[src/rtl/operand_fetch.sv]
// operand_fetch: operand-fetch stage ahead of the datapath shifter.
// Holds an NREGS x DATA_W register file plus the A/B operand registers.
// An accepted start reads R[rn] into A, then R[rm] into B, and then
// presents A, B and the shift code with a one-cycle valid.
//
// Ports:
//   clk        rising-edge clock
//   reset      synchronous active-high reset (priority over start/wr_en)
//   wr_en      register-file write enable
//   wr_addr    write register index
//   wr_data    write data
//   start      fetch request, accepted in IDLE or DONE only
//   rn         operand A register index, sampled with accepted start
//   rm         operand B register index, sampled with accepted start
//   shift_in   shift code, sampled with accepted start
//   busy       high while reading (READ_A, READ_B)
//   valid      high for the single DONE cycle
//   a_out      operand A register
//   b_out      operand B register (shifter data input)
//   shift_out  latched shift code (shifter control)
module operand_fetch #(
  parameter int DATA_W = 16,
  parameter int NREGS  = 8,
  parameter int AW     = 3
) (
  input  logic              clk,
  input  logic              reset,
  input  logic              wr_en,
  input  logic [AW-1:0]     wr_addr,
  input  logic [DATA_W-1:0] wr_data,
  input  logic              start,
  input  logic [AW-1:0]     rn,
  input  logic [AW-1:0]     rm,
  input  logic [1:0]        shift_in,
  output logic              busy,
  output logic              valid,
  output logic [DATA_W-1:0] a_out,
  output logic [DATA_W-1:0] b_out,
  output logic [1:0]        shift_out
);

  typedef enum logic [1:0] {
    IDLE   = 2'd0,
    READ_A = 2'd1,
    READ_B = 2'd2,
    DONE   = 2'd3
  } state_t;

  state_t            state_q, state_d;
  logic [DATA_W-1:0] regs_q [NREGS];
  logic [AW-1:0]     rn_q, rn_d;
  logic [AW-1:0]     rm_q, rm_d;
  logic [1:0]        shift_q, shift_d;
  logic [DATA_W-1:0] a_q, a_d;
  logic [DATA_W-1:0] b_q, b_d;
  logic [DATA_W-1:0] rd_a, rd_b;

  // A write landing on the same edge as an operand read is forwarded so the
  // operand sees the new value rather than the stale register contents.
  always_comb begin
    rd_a = regs_q[rn_q];
    if (wr_en && (wr_addr == rn_q)) rd_a = wr_data;
    rd_b = regs_q[rm_q];
    if (wr_en && (wr_addr == rm_q)) rd_b = wr_data;
  end

  always_comb begin
    state_d = state_q;
    rn_d    = rn_q;
    rm_d    = rm_q;
    shift_d = shift_q;
    a_d     = a_q;
    b_d     = b_q;
    unique case (state_q)
      IDLE, DONE: begin
        if (start) begin
          rn_d    = rn;
          rm_d    = rm;
          shift_d = shift_in;
          state_d = READ_A;
        end else begin
          state_d = IDLE;
        end
      end
      READ_A: begin
        a_d     = rd_a;
        state_d = READ_B;
      end
      READ_B: begin
        b_d     = rd_b;
        state_d = DONE;
      end
      default: state_d = IDLE;
    endcase
  end

  always_ff @(posedge clk) begin
    if (reset) begin
      state_q <= IDLE;
      rn_q    <= '0;
      rm_q    <= '0;
      shift_q <= '0;
      a_q     <= '0;
      b_q     <= '0;
      for (int unsigned i = 0; i < NREGS; i++) regs_q[i] <= '0;
    end else begin
      state_q <= state_d;
      rn_q    <= rn_d;
      rm_q    <= rm_d;
      shift_q <= shift_d;
      a_q     <= a_d;
      b_q     <= b_d;
      if (wr_en) regs_q[wr_addr] <= wr_data;
    end
  end

  assign busy      = (state_q == READ_A) || (state_q == READ_B);
  assign valid     = (state_q == DONE);
  assign a_out     = a_q;
  assign b_out     = b_q;
  assign shift_out = shift_q;

endmodule

[config.mk]
export PLATFORM = sky130hd
export DESIGN_NAME = operand_fetch
export DESIGN_NICKNAME = d
export VERILOG_FILES = /design/src/rtl/operand_fetch.sv
export SDC_FILE = /design/constraint.sdc
export NUM_CORES = 1
export LEC_CHECK = 0
export ABC_AREA = 1
export CAP_MARGIN = 20
export CORE_UTILIZATION = 45
export CTS_CLUSTER_SIZE = 14
export DETAILED_ROUTE_END_ITERATION = 10
export MAX_ROUTING_LAYER = met4
export PLACE_DENSITY = 0.64
export SYNTH_ARGS = -nofsm -noshare
export SYNTH_HDL_FRONTEND = slang
export SYNTH_SLANG_ARGS = --single-unit
[constraint.sdc]
create_clock -name clk -period 2.8 [get_ports clk]
set_input_delay 0.56 -clock clk [delete_from_list [all_inputs] [get_ports clk]]
set_output_delay 0.56 -clock clk [all_outputs]
set_load 0.005 [all_outputs]
==> reports/summary.txt <==
final setup fails = 0
Avg Cell Area, Syn = 8.022 sq um
fmax = 0.4326 GHz
initial antenna violation count = 0
Hold Path Class = flip-flop to flip-flop
fin nets = 1202
FF+latch count, synth = 170
Inst Count DP = 1409
via count = 8059
remaining global-route overflow = 0
htree depth = 4
peak supply drop = 0.0005164 V
initial core utilization = 46.57%
unrepaired setup endpoints after global routing = no
cells after synthesis = 1104
clk sinks = 170
die area = 0.02025 sq mm
LEAKAGE = 4.287 nW
final hold vios = 0
Crit Path Class = flip-flop to primary output
Layout area overhead = 18.44%
Yosys Warn Count = 0
io pins = 67
syn nets = 1138
HPWL Detailed = 19300 um
DRT Wirelength = 28220 um
Cell variety after synth = 23
CTS tree = built
layout cells sized above 1 = 9.907%
Worst-Margin Slew = 618.4 ps
Syn Std Cell Area = 0.008856 sq mm
status = completed
clk root buf = clkbuf_16
min-delay src = b_out[3]
Worst Skew = 11.26 ps
total power per unit cell area = 672.2 mW/mm^2
number of buffers created by CTS = 17
total track usage = 30.31%
Clock Tree Buf Depth = 2
largest net degree at the start of global routing = 39
clk_lat worst skew = 440 ps
Die Y = 142.3 um
Worst setup EP type = primary output
Startpoint Class = flip-flop
Buffers on Ports = 66
via/cell ratio = 5.593
vias in the first global route = 7598
final RePlAce weighted congestion = 0.9224
Placement Rows = 50
launching point of the worst reg2reg path = rn_q[0]
setup_tns = 0 ps
post-cts sizing count = 0
Final WS setup = 488.2 ps
fin cells = 1441
Rel. slew slack = 58.73%
CP Max Fanout = 3
die width = 142.3 um
first-pass GRT wire length = 43900 um
Seq/Total Area, Yosys = 52.90%
commonest non-fill, non-tap cell in the layout = nor2_1
arrival time at the worst endpoint = 1750 ps
# diodes = 0
most frequent cells in the layout = nor2_1, nand2_1, nand3_1
CP Launch Point = state_q[0]
fill count = 1803
max cap viols = 0
placed cell areas = 0.009887 sq mm
Avg WL per Cell = 19.58 um
worst endpoint required time = 2240 ps
Fin Hold WS = 466.8 ps
hold_buf cts = 0
initial drt markers = 878
max-slew violations = 0
dpl ws = 395.9 ps
postcts setup bufs = 0
core area = 0.01902 sq mm
period utilisation layout = 82.57%
Tmin final = 2312 ps
drt first pass iters = 5
Reg clk slew, reported paths = 70 ps
DRT antenna net count = 0
design area = 0.01049 sq mm
# DRC = 0
worst max-delay path: stages (launching register included):
cell	delay [ps]
dfxtp_1	370
inv_1	60
ha_1	310
inv_1	80
clkdlybuf4s50_1	490
state kept, by name, summed over array words and instances, names as in the netlist:
register	cells
state_q	2
b_out	16
a_out	16
rm_q	3
shift_out	2
rn_q	3
regs_q	128
logic make-up (layout without fill, tap and decap cells):
group                      after synthesis  count (layout)  synth area share, %
AOI/OAI and AO/OA                      161             161                10.12
adders and majority gates                3               3               0.4239
buffers and inverters                  152             229                7.333
DFF                                    170             170                52.90
and+or+nand+nor                        618             618                29.23
per-layer routing:
| metal | vias up | track usage, % | share of wire (%) |
|---|---|---|---|
| met3 | 83 | 4.341 | 7.5 |
| met5 | - | - | 0 |
| met2 | 449 | 49.30 | 48 |
| met1 | 3737 | 37.53 | 40 |
| met4 | 0 | 13.64 | 3.9 |
| li1 | 3790 | - | - |
final cells by class:
class	count	area (sq um)	share of cell area, %
flip-flops and latches	170	4687	44.69
clock buffers	17	425.4	4.056
inverters	79	301.5	2.875
multi-input cells	782	3522	33.58
well taps	260	325.3	3.102
repair buffers	118	1051	10.02
clock inverters	15	176.4	1.682
synth_stat cells:
| library cell | number | area, sq um |
|---|---|---|
| a21oi_1 | 43 | 215.2 |
| a21oi_2 | 8 | 70.07 |
| buf_1 | 3 | 11.26 |
| buf_2 | 20 | 100.1 |
| buf_4 | 3 | 22.52 |
| buf_6 | 5 | 56.30 |
| clkbuf_1 | 42 | 157.7 |
| clkinv_1 | 16 | 60.06 |
| dfxtp_1 | 42 | 840.8 |
| edfxtp_1 | 128 | 3844 |
| ha_1 | 3 | 37.54 |
| inv_1 | 56 | 210.2 |
| inv_2 | 5 | 18.77 |
| inv_4 | 2 | 12.51 |
| nand2_1 | 211 | 792.0 |
| nand2_2 | 1 | 6.260 |
| nand2_4 | 2 | 22.52 |
| nand3_1 | 171 | 855.8 |
| nor2_1 | 228 | 855.8 |
| nor2_4 | 5 | 56.30 |
| o211ai_1 | 12 | 90.09 |
| o21ai_0 | 90 | 450.4 |
| o21ai_2 | 8 | 70.07 |
final timing paths:
path	endpoint	slack (ps)	depth (start not counted)
worst max-delay path	busy	490	4
worst min-delay path	b_out[3]	470	2
worst max register to register	a_out[11]	850	8
worst min register to register	b_out[3]	470	2
metrics by stage:
step / total power [W] / util [%]
2_1_floorplan: 0.004016 / -
5_1_grt: 0.007328 / 55.15
4_1_cts: 0.007024 / 55.15
3_5_place_dp: 0.004624 / 51.99
3_3_place_gp: 0.004616 / 51.99
6_report: 0.007050 / 55.15
power by group:
part	switching (W)	internal [W]	leakage (nW)
clock network	0.00110	0.00135	0.290
registers	0.000137	0.00291	1.57
logic	0.00101	0.000551	2.43
total	0.00224	0.00481	4.29
(Power assumes the default switching activity.)
